[src/rtl/body_update_scheduler.sv]
`timescale 1ns/1ps
// Per-frame three-body physics sequencer that shares one force unit across the three body pairs.
// Tick to publish takes 6 cycles when the force unit acks in the same cycle; each unacked pair times out after TIMEOUT cycles.
module body_update_scheduler #(
    parameter int POS_W   = 10,
    parameter int VEL_W   = 10,
    parameter int ACC_W   = 4,
    parameter int TIMEOUT = 16
) (
    input  logic                    clk,
    input  logic                    reset,
    input  logic                    frame_tick,
    input  logic                    run,
    output logic                    fu_req,
    output logic [1:0]              fu_sel_a,
    output logic [1:0]              fu_sel_b,
    output logic [POS_W-1:0]        fu_ax,
    output logic [POS_W-1:0]        fu_ay,
    output logic [POS_W-1:0]        fu_bx,
    output logic [POS_W-1:0]        fu_by,
    input  logic                    fu_ack,
    input  logic signed [ACC_W-1:0] fu_fx,
    input  logic signed [ACC_W-1:0] fu_fy,
    output logic [3*POS_W-1:0]      pos_x,
    output logic [3*POS_W-1:0]      pos_y,
    output logic                    busy,
    output logic                    update_done,
    output logic                    overrun,
    output logic                    fault
);

    localparam int AW = ACC_W + 2;
    localparam int SW = (POS_W > VEL_W) ? POS_W : VEL_W;
    localparam int CW = $clog2(TIMEOUT + 1);

    localparam logic [1:0] S_IDLE  = 2'd0;
    localparam logic [1:0] S_PAIR  = 2'd1;
    localparam logic [1:0] S_INTEG = 2'd2;
    localparam logic [1:0] S_PUB   = 2'd3;

    localparam logic signed [VEL_W:0] VMAX = (VEL_W+1)'((1 << (VEL_W-1)) - 1);
    localparam logic signed [VEL_W:0] VMIN = -VMAX;

    localparam logic [3*POS_W-1:0] INIT_X = {POS_W'(200), POS_W'(420), POS_W'(300)};
    localparam logic [3*POS_W-1:0] INIT_Y = {POS_W'(20),  POS_W'(300), POS_W'(150)};

    logic [1:0]              state;
    logic [1:0]              k;
    logic [CW-1:0]           cnt;
    logic [POS_W-1:0]        px [3];
    logic [POS_W-1:0]        py [3];
    logic signed [VEL_W-1:0] vx [3];
    logic signed [VEL_W-1:0] vy [3];
    logic signed [AW-1:0]    ax [3];
    logic signed [AW-1:0]    ay [3];
    logic signed [AW-1:0]    fx_e;
    logic signed [AW-1:0]    fy_e;
    logic                    pair_end;

    function automatic logic [POS_W-1:0] vstep(input logic signed [VEL_W-1:0] v);
        logic signed [SW-1:0] w;
        w = SW'(v);
        return w[POS_W-1:0];
    endfunction

    function automatic logic signed [VEL_W-1:0] sat_add(input logic signed [VEL_W-1:0] v,
                                                        input logic signed [AW-1:0] a);
        logic signed [VEL_W:0] s;
        s = (VEL_W+1)'(v) + (VEL_W+1)'(a);
        if (s > VMAX)
            s = VMAX;
        else if (s < VMIN)
            s = VMIN;
        return s[VEL_W-1:0];
    endfunction

    assign fx_e     = {{2{fu_fx[ACC_W-1]}}, fu_fx};
    assign fy_e     = {{2{fu_fy[ACC_W-1]}}, fu_fy};
    assign fu_req   = (state == S_PAIR);
    assign busy     = (state != S_IDLE);
    assign pair_end = fu_ack || (cnt == CW'(TIMEOUT - 1));

    // Operands depend only on k and the working positions, both frozen during a pair.
    always_comb begin
        fu_sel_a = 2'd0;
        fu_sel_b = 2'd1;
        case (k)
            2'd0: fu_sel_b = 2'd1;
            2'd1: fu_sel_b = 2'd2;
            default: begin
                fu_sel_a = 2'd1;
                fu_sel_b = 2'd2;
            end
        endcase
        fu_ax = (fu_sel_a == 2'd0) ? px[0] : px[1];
        fu_ay = (fu_sel_a == 2'd0) ? py[0] : py[1];
        fu_bx = (fu_sel_b == 2'd1) ? px[1] : px[2];
        fu_by = (fu_sel_b == 2'd1) ? py[1] : py[2];
    end

    always_ff @(posedge clk) begin
        if (reset) begin
            state       <= S_IDLE;
            k           <= 2'd0;
            cnt         <= '0;
            pos_x       <= INIT_X;
            pos_y       <= INIT_Y;
            update_done <= 1'b0;
            overrun     <= 1'b0;
            fault       <= 1'b0;
            for (int i = 0; i < 3; i++) begin
                px[i] <= INIT_X[i*POS_W +: POS_W];
                py[i] <= INIT_Y[i*POS_W +: POS_W];
                vx[i] <= '0;
                vy[i] <= '0;
                ax[i] <= '0;
                ay[i] <= '0;
            end
        end else begin
            update_done <= 1'b0;
            if (frame_tick && state != S_IDLE)
                overrun <= 1'b1;
            case (state)
                S_IDLE: begin
                    if (frame_tick && run) begin
                        state <= S_PAIR;
                        k     <= 2'd0;
                        cnt   <= '0;
                        for (int i = 0; i < 3; i++) begin
                            ax[i] <= '0;
                            ay[i] <= '0;
                        end
                    end
                end
                S_PAIR: begin
                    if (pair_end) begin
                        if (fu_ack) begin
                            // Equal and opposite: A gets +f, B gets -f.
                            for (int i = 0; i < 3; i++) begin
                                if (2'(i) == fu_sel_a) begin
                                    ax[i] <= ax[i] + fx_e;
                                    ay[i] <= ay[i] + fy_e;
                                end else if (2'(i) == fu_sel_b) begin
                                    ax[i] <= ax[i] - fx_e;
                                    ay[i] <= ay[i] - fy_e;
                                end
                            end
                        end else begin
                            fault <= 1'b1;
                        end
                        cnt <= '0;
                        if (k == 2'd2)
                            state <= S_INTEG;
                        else
                            k <= k + 2'd1;
                    end else begin
                        cnt <= cnt + CW'(1);
                    end
                end
                S_INTEG: begin
                    // Position advances by the old velocity; velocity picks up this frame's acceleration.
                    for (int i = 0; i < 3; i++) begin
                        px[i] <= px[i] + vstep(vx[i]);
                        py[i] <= py[i] + vstep(vy[i]);
                        vx[i] <= sat_add(vx[i], ax[i]);
                        vy[i] <= sat_add(vy[i], ay[i]);
                    end
                    state <= S_PUB;
                end
                default: begin
                    for (int i = 0; i < 3; i++) begin
                        pos_x[i*POS_W +: POS_W] <= px[i];
                        pos_y[i*POS_W +: POS_W] <= py[i];
                    end
                    update_done <= 1'b1;
                    state       <= S_IDLE;
                end
            endcase
        end
    end

endmodule

[config.mk]
export PLATFORM = sky130hd
export DESIGN_NAME = body_update_scheduler
export DESIGN_NICKNAME = d
export VERILOG_FILES = /design/src/rtl/body_update_scheduler.sv
export SDC_FILE = /design/constraint.sdc
export NUM_CORES = 1
export LEC_CHECK = 0
export ABC_AREA = 1
export CORE_ASPECT_RATIO = 0.6
export CORE_UTILIZATION = 49
export CTS_CLUSTER_DIAMETER = 30
export CTS_CLUSTER_SIZE = 8
export DETAILED_ROUTE_END_ITERATION = 10
export DONT_BUFFER_PORTS = 1
export GPL_ROUTABILITY_DRIVEN = 0
export PLACE_DENSITY = 0.62
export SLEW_MARGIN = 20
export SYNTH_ARGS = -nofsm -noshare
export SYNTH_HDL_FRONTEND = slang
export SYNTH_SLANG_ARGS = --single-unit
[constraint.sdc]
create_clock -name clk -period 8.94 [get_ports clk]
set_input_delay 0.894 -clock clk [delete_from_list [all_inputs] [get_ports clk]]
set_output_delay 0.894 -clock clk [all_outputs]
set_load 0.01 [all_outputs]
==> run_results.csv, run 1 <==
group,metric,value,unit
run_status,status,"completed",
critical_path,ff2ff_path_depth,15,
power_and_ir_drop,total_power,5.80,mW
sta,setup-tns-final,0,ns
die,start_util,50.6,%
drt,drt.antenna.violating_nets,0,
critical_path,worstSetupEndpointType,"flip-flop",
drt,average_wire_per_standard_cell,17.2,um
finish,area_delta_synth_final,11.8,%
logic_synthesis,synth_enable_flop_cells,156,
logic_synthesis,netlist_instances,2051,
critical_path,setup.reg_to_reg.worst_slack,5.33,ns
die,top_level_ports,122,
min_path,whs_endpoint,"update_done",
clock_tree,clk_pin_slew_worst_paths,0.05,ns
global_route,grt_overflow,0,
drt,drcViolationCount,0,
logic_synthesis,ys_warn_count,0,
flow_run,max_cap_violations,0,
clock_tree,clk_path_buf_depth,3,
sta,tightestPinTransition,0.962,ns
logic_synthesis,synth.area.mux_share,1.27,%
min_path,hold_removal_path_class,"in -> reg",
clock_tree,cts_tree,"done",
die,die_width,235,um
die,core_area,0.0316,sq mm
finish,layout_cell_share_with_drive_strength_beyond_1,7.25,%
drt,viasPerCell,5.40,
finish,layout.nets,2246,
drt,drt_pre_antenna_iters,8,
clock_tree,cts_buffers,44,
drt,detail_route.iter0.violations,1236,
finish,post_layout_nonfiller_instances,2512,
power_and_ir_drop,power.static_leakage,8.58,nW
power_and_ir_drop,vdd_ir_drop_max,0.157,mV
logic_synthesis,syn-mean-instance-area,7.79,sq um
placed_design,placedCellCount,2430,
logic_synthesis,postSynth.asyncResetShare,0,%
min_path,worst_hold_path.num_cells,1,
critical_path,worst_r2r_endpoint,"ay[0][11]",
sta,rsz0062_at_grt,"no",
sta,timing.final.hold_violations,0,
power_and_ir_drop,power_per_cell_area,325,mW/mm^2
critical_path,worstPathArrival,4.01,ns
logic_synthesis,synth-simple-area-share,24.4,%
global_route,grt_pass1_vias,12248,
sta,report.final.setup_viol,0,
placed_design,total_of_buffers_placed_on_input_and_output_ports,0,
sta,final_min_period_over_clock_period,40.4,%
placed_design,hpwlAfterDp,32500,um
drt,drt-total-wl,43100,um
finish,layout_common_cells,"nand2_1 (503), inv_1 (256), nor2_1 (210)",
logic_synthesis,mappedNetlistArea,0.0160,sq mm
critical_path,crit_path_top_delay_cell,"inv_1",
drt,via_count,13562,
finish,mostFrequentLayoutCell,"nand2_1",
logic_synthesis,share_of_the_synthesized_netlist_area_taken_by_xor_and_xnor_gates,2.35,%
finish,num_antenna_cells,0,
sta,max_frequency,277,MHz
clock_tree,holdBufCountCts,0,
critical_path,worstSetupStartpointType,"flip-flop",
critical_path,regToRegStartpoint,"k[0]",
logic_synthesis,synth_seq_area_share,38.4,%
global_route,grt_start_max_net_pins,67,
global_route,grtUsageTotal,26.3,%
logic_synthesis,synth_nets,2237,
sta,finalClockSkew,0.0192,ns
placed_design,pre_cts_ws,5.40,ns
clock_tree,cts_num_sinks,228,
sta,relSlewSlack,35.4,%
critical_path,critical_path_class,"reg -> reg",
logic_synthesis,synth.ff_latch_count,228,
logic_synthesis,synth_compound_gate_area_share,11.8,%
sta,final_max_slew_viol_count,0,
logic_synthesis,synthAdderAreaFrac,14.4,%
sta,layout_min_cycle_time,3.61,ns
clock_tree,post_cts_resize_count,0,
global_route,global_route_wire_length_before_repair,68400,um
clock_tree,h-tree-depth,2,
sta,post-route-worst-setup-slack,5.33,ns
clock_tree,clock_insertion_delay_worst_skew,0.55,ns
logic_synthesis,main_combinational_cell_family_by_area_after_synthesis,"simple AND/OR/NAND/NOR gates",
die,row_count,50,
die,die_h,142,um
critical_path,crit_chain,"inv_1 -> ha_1 -> buf_4 -> inv_1 -> nor2_4 -> inv_1 -> o21ai_0 -> ha_1 -> nand2_1 -> nand3_1 -> nand2_1 -> nand2_1 -> a21oi_1 -> o21ai_1 -> a21oi_1",
logic_synthesis,primary_ff_master_synth,"edfxtp_1",
clock_tree,cts.repair_timing.setup_buffer_count,0,
min_path,worstHoldStart,"reset",
die,fp.dieArea,0.0333,sq mm
critical_path,critical_path_required,9.34,ns
critical_path,max_stage_delay,0.43,ns
critical_path,crit_path_max_fanout,23,
clock_tree,root_buffer,"clkbuf_16",
logic_synthesis,yosys.cell_types.count,44,
global_route,number_of_antenna_violations_at_the_first_check_in_global_routing,0,
## worst max-delay path: cells and delay by family (launching register included)
family	cells	cell delay [ns]
adders and majority gates	2	0.70
buffers and inverters	4	1.07
DFF	1	0.31
AOI/OAI and AO/OA	4	0.65
and+or+nand+nor	5	0.72
## synthesized netlist by cell type, drive strengths merged, types with 22 or more instances
master | number | share of area (%)
nand2 | 519 | 12
inv | 265 | 6.2
nor2 | 216 | 5.2
a21oi | 177 | 5.6
edfxtp | 156 | 29
ha | 155 | 12
nand3 | 129 | 4.0
o21ai | 119 | 3.7
dfxtp | 72 | 9.0
clkbuf | 31 | 0.73
xor2 | 28 | 1.6
nor3 | 26 | 0.97
nand4 | 22 | 0.90
## layer usage
layer  GRT usage (%)  share of wire (%)  vias up
met2            35.5                 39      374
li1                -                  -     6874
met5               0                  0        -
met3            4.94                6.9       50
met4            6.23                1.5        0
met1            42.0                 53     6264
## worst max-delay path by stage
stage	startpoint	endpoint	slack, ns	depth (start not counted)
2_1_floorplan	reset	px[0][0]	4.23	5
3_5_place_dp	k[0]	ax[0][10]	5.40	15
4_1_cts	k[0]	ay[0][11]	5.38	15
5_1_grt	k[0]	ax[0][10]	5.04	14
3_3_place_gp	k[0]	ax[0][10]	5.46	15
6_report	k[0]	ay[0][11]	5.33	15
## kinds of logic (layout without fill, tap and decap cells)
| family | count (synthesis) | count (layout) |
|---|---|---|
| compound gates | 347 | 347 |
| flops | 228 | 228 |
| xor+xnor | 42 | 42 |
| other cells | 1 | 1 |
| buf+inv | 311 | 356 |
| fa+ha+maj | 173 | 173 |
| mux | 18 | 18 |
| simple gates | 931 | 931 |
## registers in the layout, indices dropped and copies added, names as in the netlist
name	count
overrun	1
vy	30
vx	30
cnt	5
py	30
update_done	1
pos_y	30
px	30
state	2
ay	18
ax	18
pos_x	30
fault	1
k	2
## layout make-up
type / count / area [sq um]
Clock buffer: 68 / 1340
Tap cell: 416 / 520
Clock inverter: 14 / 123
Timing Repair Buffer: 9 / 67.6
Sequential cell: 228 / 6130
Multi-Input combinational cell: 1512 / 8690
Inverter: 265 / 996
Fill cell: 2866 / 13700
## power by group
group          internal (mW)  switching (mW)
Sequential              1.42           0.284
Clock                   1.06           0.565
Combinational          0.837            1.63
Total                   3.32            2.48
## stage by stage
stage / utilization [%] / hold WS (ns) / instance area, sq um
6_report: 56.5 / 0.411 / 17900
5_1_grt: 56.5 / 0.395 / 17900
4_1_cts: 56.5 / 0.392 / 17800
3_5_place_dp: 51.9 / 0.460 / 16400
3_3_place_gp: 51.9 / 0.448 / 16400
2_1_floorplan: - / 0.445 / 16000
(Power assumes the default switching activity.)
==> run 2, diff against run 1 <==
clock period = 3.7 ns   (was 8.94 ns; I/O delays follow)
==> run_results.csv, run 2 (synthesis results as in run 1) <==
group,metric,value,unit
clock_tree,cts_num_sinks,228,
global_route,grt_start_max_net_pins,67,
finish,layout_cell_share_with_drive_strength_beyond_1,7.41,%
power_and_ir_drop,vdd_ir_drop_max,0.309,mV
critical_path,worstPathArrival,2.92,ns
die,row_count,50,
drt,drt-total-wl,43800,um
drt,viasPerCell,5.47,
critical_path,worst_r2r_endpoint,"ax[0][10]",
sta,report.final.setup_viol,0,
clock_tree,cts_tree,"done",
die,top_level_ports,122,
sta,max_frequency,304,MHz
clock_tree,cts_buffers,44,
placed_design,post_dp_cell_area,0.0165,sq mm
drt,drt_pre_antenna_iters,5,
finish,num_antenna_cells,0,
sta,tightestPinTransition,1.01,ns
critical_path,crit_path_max_fanout,14,
global_route,grt_pass1_vias,12467,
die,fp.dieArea,0.0333,sq mm
clock_tree,cts.repair_timing.setup_buffer_count,0,
sta,relSlewSlack,32.6,%
clock_tree,clk_path_buf_depth,3,
clock_tree,clk_pin_slew_worst_paths,0.05,ns
placed_design,total_of_buffers_placed_on_input_and_output_ports,0,
die,die_h,142,um
drt,via_count,13791,
finish,layout.nets,2259,
sta,final_max_slew_viol_count,0,
clock_tree,post_cts_resize_count,0,
global_route,grtUsageTotal,26.5,%
global_route,grt_overflow,0,
finish,area_delta_synth_final,12.1,%
drt,average_wire_per_standard_cell,17.4,um
critical_path,critical_path_required,3.33,ns
min_path,hold_removal_path_class,"in -> reg",
sta,timing.final.hold_violations,0,
critical_path,worstSetupEndpointType,"output port",
sta,final_min_period_over_clock_period,89.0,%
power_and_ir_drop,power_per_cell_area,779,mW/mm^2
critical_path,setup.reg_to_reg.worst_slack,0.58,ns
clock_tree,root_buffer,"clkbuf_16",
placed_design,hpwlAfterDp,33400,um
flow_run,max_cap_violations,0,
critical_path,ff2ff_path_depth,14,
die,core_area,0.0316,sq mm
drt,drcViolationCount,0,
critical_path,worstSetupStartpointType,"flip-flop",
die,start_util,50.6,%
global_route,global_route_wire_length_before_repair,69400,um
critical_path,regToRegStartpoint,"state[1]",
critical_path,endpoint,"fu_ay[6]",
critical_path,setup.worst_path.start,"k[0]",
sta,layout_min_cycle_time,3.29,ns
power_and_ir_drop,power.static_leakage,8.60,nW
drt,drt.antenna.violating_nets,0,
finish,postLayoutCellArea,0.0179,sq mm
critical_path,critical_path_class,"reg -> out",
finish,layout_common_cells,"nand2_1 (503), inv_1 (256), nor2_1 (210)",
clock_tree,h-tree-depth,2,
run_status,status,"completed",
sta,finalClockSkew,0.0168,ns
clock_tree,clock_insertion_delay_worst_skew,0.54,ns
sta,setup-tns-final,0,ns
die,die_width,235,um
finish,mostFrequentLayoutCell,"nand2_1",
sta,rsz0062_at_grt,"no",
global_route,number_of_antenna_violations_at_the_first_check_in_global_routing,0,
drt,detail_route.iter0.violations,1231,
run 2: changes by cell type in the layout (fill, tap and decap cells not counted), sizes merged:
cell / delta
buf: +11
clkbuf: -7
clkinvlp: +4
dlygate4sd3: +2
inv: -2
bufinv: +1
run 2: area by class of cell:
type	instances	area (sq um)
fillers	2899	13700
multi-input cells	1512	8690
flip-flops and latches	228	6130
clock buffers	61	1250
inverters	265	995
well taps	416	520
repair buffers	22	183
clock inverters	17	151
run 2: worst max-delay path, cell delays in order, from the launching register on:
cell     delay, ns
dfxtp_1       0.34
inv_1         0.09
ha_1          0.35
nor2_2        0.83
buf_4         0.37
mux2_2        0.40
run 2: where the power goes:
group,internal (mW),total (mW),switching (mW)
Clock,2.47,3.81,1.33
Sequential,3.44,4.11,0.675
Combinational,2.05,6.04,3.98
Total,7.96,14.0,5.99
run 2: what timing repair did:
action | in CTS | in global routing
hold endpoints to repair | 7 | 0
hold buffers | 2 | 0
setup endpoints to repair | 0 | 0
run 2: worst min path at each step:
stage	start	end	slack, ns	depth (start not counted)
after floorplan	cnt[3]	cnt[3]	0.45	2
after global placement	reset	cnt[3]	0.44	1
after detailed placement	reset	cnt[3]	0.44	1
after CTS	fu_ack	fault	0.04	2
after global routing	fu_ack	fault	0.05	2
final	fu_ack	fault	0.06	2
run 2: stage by stage:
step                      hold WS [ns]  setup slack (ns)  utilization [%]  cells  total power, mW
final                           0.0635             0.408             56.7   2521             14.0
after global routing            0.0508             0.305             56.7   2521             15.0
after CTS                       0.0426             0.379             56.7   2521             13.9
after detailed placement         0.443             0.639             52.2   2441             10.1
after global placement           0.441             0.778             52.2   2441             9.96
after floorplan                  0.445             0.715                -   2051             8.53
run 2: per-layer routing:
| metal | global-route usage (%) | vias to the layer above | part of all wire [%] |
|---|---|---|---|
| li1 | - | 6898 | - |
| met1 | 42.2 | 6403 | 53 |
| met2 | 36.1 | 431 | 39 |
| met3 | 4.55 | 59 | 6.6 |
| met4 | 7.20 | 0 | 2.1 |
| met5 | 0 | - | 0 |
